### src/rtl/mem_responder_if.sv
// Request/response bus between a memory requester and mem_responder.
// The requester drives the master side; the responder implements the slave side.
interface mem_responder_if #(
  parameter int unsigned DATA_W = 16,
  parameter int unsigned ADDR_W = 16
);
  logic              req;
  logic              wr;
  logic [ADDR_W-1:0] addr;
  logic [DATA_W-1:0] data_in;
  logic              ready;
  logic              done;
  logic [DATA_W-1:0] data_out;
  logic              err;

  modport master (
    output req, wr, addr, data_in,
    input  ready, done, data_out, err
  );

  modport slave (
    input  req, wr, addr, data_in,
    output ready, done, data_out, err
  );
endinterface

### src/rtl/mem_responder.sv
// Multi-cycle word memory responder: accepts one load/store at a time and
// completes it LATENCY cycles later, refusing misaligned or out-of-range accesses.
module mem_responder #(
  parameter int unsigned DATA_W     = 16,
  parameter int unsigned ADDR_W     = 16,
  parameter int unsigned DEPTH_LOG2 = 8,
  parameter int unsigned LATENCY    = 3
) (
  input  logic           clk,
  input  logic           rst,
  mem_responder_if.slave mem_if
);

  localparam int unsigned CNT_W = 4;
  localparam int unsigned DEPTH = 1 << DEPTH_LOG2;
  localparam logic [CNT_W-1:0] CNT_LOAD = CNT_W'(LATENCY - 1);

  typedef enum logic {IDLE, BUSY} state_t;

  state_t              state_q, state_d;
  logic [CNT_W-1:0]    cnt_q, cnt_d;
  logic                wr_q, wr_d;
  logic [ADDR_W-1:0]   addr_q, addr_d;
  logic [DATA_W-1:0]   wdata_q, wdata_d;
  logic [DATA_W-1:0]   rdata_q, rdata_d;
  logic                done_q, done_d;
  logic                err_q, err_d;
  logic                mem_we;
  logic [DEPTH_LOG2-1:0] idx;
  logic                refused;

  logic [DATA_W-1:0]   mem [DEPTH];

  assign idx     = addr_q[DEPTH_LOG2:1];
  assign refused = addr_q[0] | (|addr_q[ADDR_W-1:DEPTH_LOG2+1]);

  // State and response registers
  always_ff @(posedge clk or negedge rst) begin
    if (!rst) begin
      state_q <= IDLE;
      cnt_q   <= '0;
      wr_q    <= 1'b0;
      addr_q  <= '0;
      wdata_q <= '0;
      rdata_q <= '0;
      done_q  <= 1'b0;
      err_q   <= 1'b0;
    end else begin
      state_q <= state_d;
      cnt_q   <= cnt_d;
      wr_q    <= wr_d;
      addr_q  <= addr_d;
      wdata_q <= wdata_d;
      rdata_q <= rdata_d;
      done_q  <= done_d;
      err_q   <= err_d;
    end
  end

  // Next-state and completion decode
  always_comb begin
    state_d = state_q;
    cnt_d   = cnt_q;
    wr_d    = wr_q;
    addr_d  = addr_q;
    wdata_d = wdata_q;
    rdata_d = rdata_q;
    done_d  = 1'b0;
    err_d   = 1'b0;
    mem_we  = 1'b0;
    unique case (state_q)
      IDLE: begin
        if (mem_if.req) begin
          wr_d    = mem_if.wr;
          addr_d  = mem_if.addr;
          wdata_d = mem_if.data_in;
          cnt_d   = CNT_LOAD;
          state_d = BUSY;
        end
      end
      BUSY: begin
        if (cnt_q != '0) begin
          cnt_d = cnt_q - CNT_W'(1);
        end else begin
          done_d  = 1'b1;
          state_d = IDLE;
          if (refused) begin
            err_d = 1'b1;
          end else if (wr_q) begin
            mem_we = 1'b1;
          end else begin
            rdata_d = mem[idx];
          end
        end
      end
      default: state_d = IDLE;
    endcase
  end

  // Array is deliberately not reset; the write is gated by the reset-cleared state.
  always_ff @(posedge clk) begin
    if (mem_we) mem[idx] <= wdata_q;
  end

  assign mem_if.ready    = (state_q == IDLE);
  assign mem_if.done     = done_q;
  assign mem_if.err      = err_q;
  assign mem_if.data_out = rdata_q;

endmodule

### src/flat_wrapper.sv
// flat-port wrapper written by rule: the top's interface ports become plain ports
module mem_responder_flat 
#(
  parameter int unsigned DATA_W     = 16,
  parameter int unsigned ADDR_W     = 16,
  parameter int unsigned DEPTH_LOG2 = 8,
  parameter int unsigned LATENCY    = 3
)
  (clk, rst, mem_if_req, mem_if_wr, mem_if_addr, mem_if_data_in, mem_if_ready, mem_if_done, mem_if_data_out, mem_if_err);
  mem_responder_if #(.DATA_W(DATA_W), .ADDR_W(ADDR_W)) mem_if_i ();
  input  logic clk;
  input  logic rst;
  input wire logic [$bits(mem_if_i.req)-1:0] mem_if_req;
  input wire logic [$bits(mem_if_i.wr)-1:0] mem_if_wr;
  input wire logic [$bits(mem_if_i.addr)-1:0] mem_if_addr;
  input wire logic [$bits(mem_if_i.data_in)-1:0] mem_if_data_in;
  output wire logic [$bits(mem_if_i.ready)-1:0] mem_if_ready;
  output wire logic [$bits(mem_if_i.done)-1:0] mem_if_done;
  output wire logic [$bits(mem_if_i.data_out)-1:0] mem_if_data_out;
  output wire logic [$bits(mem_if_i.err)-1:0] mem_if_err;
  assign mem_if_i.req = mem_if_req;
  assign mem_if_i.wr = mem_if_wr;
  assign mem_if_i.addr = mem_if_addr;
  assign mem_if_i.data_in = mem_if_data_in;
  assign mem_if_ready = mem_if_i.ready;
  assign mem_if_done = mem_if_i.done;
  assign mem_if_data_out = mem_if_i.data_out;
  assign mem_if_err = mem_if_i.err;
  mem_responder #(.DATA_W(DATA_W), .ADDR_W(ADDR_W), .DEPTH_LOG2(DEPTH_LOG2), .LATENCY(LATENCY)) u_core (.clk(clk), .rst(rst), .mem_if(mem_if_i));
endmodule
### config.mk
export PLATFORM = sky130hd
export DESIGN_NAME = mem_responder_flat
export DESIGN_NICKNAME = d
export VERILOG_FILES = /design/src/rtl/mem_responder_if.sv /design/src/rtl/mem_responder.sv /design/src/flat_wrapper.sv
export SDC_FILE = /design/constraint.sdc
export NUM_CORES = 2
export LEC_CHECK = 0
export ABC_CLOCK_PERIOD_IN_PS = 5300
export CAP_MARGIN = 20
export CORE_MARGIN = 2
export CORE_UTILIZATION = 60
export CTS_CLUSTER_DIAMETER = 40
export DETAILED_ROUTE_END_ITERATION = 6
export PLACE_DENSITY = 0.77
export SLEW_MARGIN = 30
export SYNTH_ARGS = -nofsm -noshare
export SYNTH_HDL_FRONTEND = slang
export SYNTH_SLANG_ARGS = --single-unit
### constraint.sdc
create_clock -name clk -period 5.3 [get_ports clk]
set_input_delay 0.53 -clock clk [delete_from_list [all_inputs] [get_ports clk]]
set_output_delay 0.53 -clock clk [all_outputs]
set_load 0.01 [all_outputs]
# After elaboration in Yosys (flattened, before gate mapping)
# Memory sizes are Yosys's and may differ from the RTL's. A register that Yosys moved wholly into a read port is not among the register bits.
# Cells that the tools add are included.
# classes
add_sub_neg	1
mul	0
div	0
order_cmp	0
n_eq_ne	2
shift	0
muxes	17
n_bitwise	5
n_reduce_logical	6
# op_table
op	count
$mux W1	13
$mux W4	2
$pmux W4 S2	1
$reduce_or A7 Y1	1
$ne A2 B2 Y1 const B	2
$not A1 Y1	4
$reduce_and A2 Y1	2
$reduce_and A4 Y1	1
$reduce_bool A4 Y1	1
$sub A4 B1 Y4 const B	1
$pmux W1 S2	1
$logic_not A1 Y1	1
$or A1 B1 Y1	1
# word_totals
ff_bits	40
latch_bits	0
mem_bits_rw	4096
romBits	0
in_bits	36
output_inout_bits	19
elab_cells	39
memories	1
# memory_table
name	words	width	read_ports	rd_clocked_by_memory_dff	wr	line_no	rtl
u_core.mem	256	16	1	1	1	mem_responder.sv:32	logic [DATA_W-1:0] mem [DEPTH];

# Longest topological paths before layout
# depth
depth_word	7
mapped_depth	14
depth_no_buf	9

# Worst setup path after synthesis
# No wires, ideal clock.
# synth_timing
path_kind	flip-flop to flip-flop
from	register u_core.wdata_q[0]
to	memory u_core.mem[0][0], data pin
setup_ps	804
t_arrival_ps	3183
required_time_ps	4496
path_slack_ps	1313
path_stages_with_launch	1
n_path_buf	0
synth_period_minus_slack_ps	3987
path_cell_list	dfrtp_1
# synth_lines
item	line_no	rtl
from (decl)	mem_responder.sv:24	logic [DATA_W-1:0] wdata_q, wdata_d;
from (signal assigned)	mem_responder.sv:53	wdata_q <= wdata_d;
to (decl)	mem_responder.sv:32	
# No word-level cell before the write port.

==> run summary <==
The flow ran to the end, but the final reports show violations. The checks that failed: DRC. The smallest setup slack after layout is 0.336 ns. From left edge to right edge, the die measures 518 µm. The core region is between 200000 and 300000 µm². Global routing finished with a remaining overflow of 0.

The number of synthesized flops with an enable pin is just over 4000. The cell family contributing the most delay on the critical path is simple AND/OR/NAND/NOR gates. The max capacitance violation total is 0. The number of endpoints with negative hold slack in the final report was 0. The final estimated routing congestion in global placement came out at 0.948.

For the final database, setup skew stands at ~0.12 ns. The total of buffers placed on input and output ports is 54. The setup slack of the worst register-to-register path is roughly 0.34 ns. Sequential cells burn between 40% and 50% of the power.

The detailed-route DRC error count came out at 48. Sorting the synthesized cells by area gives the leading types as sky130_fd_sc_hd__edfxtp_1, sky130_fd_sc_hd__mux4_2, sky130_fd_sc_hd__mux2i_1. The count of state elements after synthesis came out at roughly 4200. On the critical path, the stage with the largest delay is an instance of sky130_fd_sc_hd__dfrtp_4. For this run, the slowest stage of the critical path takes between 0.8 and 0.9 ns.

The worst flop-to-flop path startpoint is u_core.addr_q[2]. The worst-case headroom to the max-slew limit is 22.2%. STA classifies the critical path startpoint as a flip-flop.

Traced cell by cell, the critical path runs through buf_12 > buf_4 > mux2i_1 > o22ai_1 > nor4_1 > a31oi_2 > or3_1 > nor4_2 > o21ai_1. The iteration-0 DRC count of the detailed router came out at roughly 17000. The number of synthesis warnings came out at 0.

The depth of the CTS H-tree is 5. The area of the multi-input gates is approximately 32000 µm². The number of pins with negative max-slew slack in the final report came out at 0. Counting I/O delays and the setup requirement, the final critical path takes around 5.0 ns. TritonCTS created 457 clock buffers. For this run, the leading register cell type out of synthesis is sky130_fd_sc_hd__edfxtp_1. The peak fanout along the critical path is 37. Of the cells placed in the final design, the portion with a size suffix greater than 1 is approximately 28%.

The total standard cell area after synthesis is around 160000 µm². TritonCTS built the clock tree. The register clock-pin slew on the reported worst setup and hold paths is roughly 0.060 ns. After detailed routing, the number of vias per cell comes to 7.39. The boundary pin count came out at 55.

The number of global-route vias before repair came out at 84900. The wire length of the first global-routing pass is about 650 mm. The post-placement worst setup slack came out at 0.750 ns. The initial antenna violation count is 29. The layout-stage area growth over the synthesis result is 14.7%. The floorplan has around 190 rows. The post-synthesis average cell area came out at between 20 and 25 µm². The internal power summed over all cells came out at between 60 and 70 mW. The tightest min-delay check is of the input pin to asynchronous set/reset pin type.

The number of setup buffers added after CTS is 0. The net switching fraction of the power came out at between 30 and 40%. After synthesis, the largest area contributor takes up around 78% of total cell area. Of all flip-flops after synthesis, the portion carrying an async set or reset was around 1.3%. Counting cells, the worst reg-to-reg path comes to 9. The number of buffer and inverter stages on the critical path is 2.

The endpoint identified for the worst register-to-register timing path is u_core.mem_if.data_out[4]. The clock sink total came out at about 4200. The register cell area after layout came out at roughly 120000 µm². The number of nets with antenna violations after routing is 0. Of the total power, combinational logic draws 27.0%. The cell at the root of the clock tree is sky130_fd_sc_hd__clkbuf_16. The final critical path takes up a little over nine tenths of the cycle. The largest total area in the synthesized netlist belongs to sky130_fd_sc_hd__edfxtp_1. Data on the critical path arrives at its endpoint at 5.79 ns. The net switching power is 33.7 mW. The static leakage power came out at 57.6 nW.

The highest clock frequency the design can meet is about 200 MHz. The first-pass iteration count of the detailed router is 7. The number of setup violations in the final report is 0. The clock share of power came out at between 30% and 40%.

The die height is around 520 µm. Setup repair after global routing left no endpoint under its margin. The filler cell count is 14500. In the final timing run, aggregate negative setup slack is 0 ns. Global routing used about a third of the available tracks across all layers. The detailed-placement wirelength estimate is approximately 260 mm. The post-synthesis instance total came out at approximately 7200. The slew at the pin with the worst max-slew slack came out at around 1.2 ns. The final net count came out at just under 8000.

The clock reaches the later pin of the worst-skew pair after ~1.0 ns. The data required time of the worst path is 6.13 ns. The detailed-route via count is approximately 87000. The die area came out at ~270000 µm². The portion of the post-synthesis area used by sequential elements is between 70 and 80%. Entering global routing, the biggest net connects around 190 pins. The worst setup path is captured at a flip-flop.

The largest vdd supply drop came out at 0.808 mV. The initial cell density of the core is 60.4%. The buffer levels on the longest clock path is 4. The routed length per instance is between 40 and 50 µm. Counting every net in the synthesized netlist gives 7248.

The worst setup path is of the flip-flop to flip-flop kind. Dividing total power by cell area gives a power density of roughly 570 nW/µm². After detailed routing, the total wire length is 473 mm.

In this run, distinct cell masters in the synthesized netlist total 74.
==> layer usage <==
layer	vias up	GRT usage [%]	share of wire (%)
li1	31800	-	-
met1	44400	45.0	32
met2	8662	52.0	46
met3	1845	11.0	15
met4	32	20.4	7.5
met5	-	0.516	0.097
==> worst max-delay path by stage <==
stage                      startpoint                        end  slack (ns)  cells after the start
finish               u_core.addr_q[2]  u_core.mem_if.data_out[4]        0.34                      9
global route         u_core.addr_q[2]  u_core.mem_if.data_out[4]        0.29                      9
CTS                  u_core.addr_q[2]  u_core.mem_if.data_out[4]        0.65                      9
detailed placement   u_core.addr_q[2]  u_core.mem_if.data_out[9]        0.75                      9
global placement     u_core.addr_q[2]  u_core.mem_if.data_out[9]        0.16                      9
floorplan           u_core.wdata_q[0]           u_core.mem[0][0]        1.31                      0
==> state kept, by name (all words and copies together), names as in the netlist <==
| name | count |
|---|---|
| u_core.mem | 4096 |
| u_core.addr_q | 16 |
| u_core.mem_if.data_out | 16 |
| u_core.wdata_q | 16 |
| u_core.cnt_q | 4 |
| u_core.mem_if.done | 1 |
| u_core.mem_if.err | 1 |
| u_core.state_q | 1 |
| u_core.wr_q | 1 |
==> cell usage after synthesis, drive strengths merged (35+ instances only) <==
| cell | n |
|---|---|
| a21oi | 58 |
| a221oi | 35 |
| a22o | 37 |
| a22oi | 172 |
| a32oi | 43 |
| buf | 289 |
| clkbuf | 131 |
| dfrtp | 56 |
| edfxtp | 4096 |
| mux2i | 236 |
| mux4 | 943 |
| nand2 | 275 |
| nand3 | 40 |
| nor2 | 310 |
| o21ai | 57 |
| o22ai | 134 |
==> placed cells by master, fill, tap and decap left out, types with 56 or more instances in the layout <==
cell type,synthesis,layout
sky130_fd_sc_hd__a21oi_1,58,56
sky130_fd_sc_hd__a22oi_1,172,172
sky130_fd_sc_hd__buf_4,94,453
sky130_fd_sc_hd__bufinv_16,0,73
sky130_fd_sc_hd__clkbuf_1,131,57
sky130_fd_sc_hd__clkbuf_16,0,461
sky130_fd_sc_hd__clkinv_1,1,66
sky130_fd_sc_hd__clkinv_2,0,66
sky130_fd_sc_hd__edfxtp_1,4096,4096
sky130_fd_sc_hd__mux2i_1,236,236
sky130_fd_sc_hd__mux4_2,943,943
sky130_fd_sc_hd__nand2_1,275,272
sky130_fd_sc_hd__nor2_1,309,298
sky130_fd_sc_hd__o22ai_1,134,134
==> cell type report <==
class,instances,share of cell area (%)
Clock inverter,325,2.24
Tap cell,3515,2.42
Clock buffer,521,6.48
Timing Repair Buffer,555,2.71
Antenna cell,28,0.0385
Sequential cell,4152,68.4
Inverter,11,0.0254
Multi-Input combinational cell,2628,17.7
==> cell families (layout without fill, tap and decap cells) <==
kind of cell               after synthesis  in the layout  share of synthesized area, %
buffers and inverters                  431           1412                          1.47
DFF                                   4152           4152                          78.4
adders and majority gates                1              1                       0.00789
other                                    0             28                             0
and+or+nand+nor                        772            772                          2.13
muxes                                 1186           1186                          14.9
AOI/OAI and AO/OA                      669            669                          3.02
==> stage by stage <==
stage / util [%] / hold WS (ns) / instances / area [µm²] / power [mW]
after floorplan: - / 0.234 / 7211 / 159000 / 59.0
after global placement: 63.0 / 0.479 / 10900 / 166000 / 68.4
final: 69.2 / 0.0826 / 11700 / 182000 / 103
after detailed placement: 63.1 / 0.466 / 10900 / 166000 / 69.1
after global routing: 69.2 / 0.104 / 11700 / 182000 / 105
after CTS: 69.1 / 0.0507 / 11700 / 182000 / 102
==> worst register-to-register path, cell delays in order (launching register included) <==
cell	delay, ns
sky130_fd_sc_hd__dfrtp_4	0.82
sky130_fd_sc_hd__buf_12	0.37
sky130_fd_sc_hd__buf_4	0.63
sky130_fd_sc_hd__mux2i_1	0.41
sky130_fd_sc_hd__o22ai_1	0.13
sky130_fd_sc_hd__nor4_1	0.62
sky130_fd_sc_hd__a31oi_2	0.49
sky130_fd_sc_hd__or3_1	0.56
sky130_fd_sc_hd__nor4_2	0.71
sky130_fd_sc_hd__o21ai_1	0.10
==> power groups by stage <==
| stage | registers, mW | logic [mW] | clock network, mW |
|---|---|---|---|
| floorplan | 44.7 | 14.3 | 0 |
| global placement | 43.0 | 25.3 | 0 |
| detailed placement | 43.0 | 26.1 | 0 |
| CTS | 42.4 | 26.6 | 33.3 |
| global route | 42.1 | 28.5 | 34.5 |
| finish | 42.2 | 28.0 | 33.3 |
==> timing repair <==
item	in CTS	in global routing
resized for setup	0	0
hold buffers	1	0
hold endpoints to repair	56	0
No activity file was read; power rests on OpenSTA's default activity.
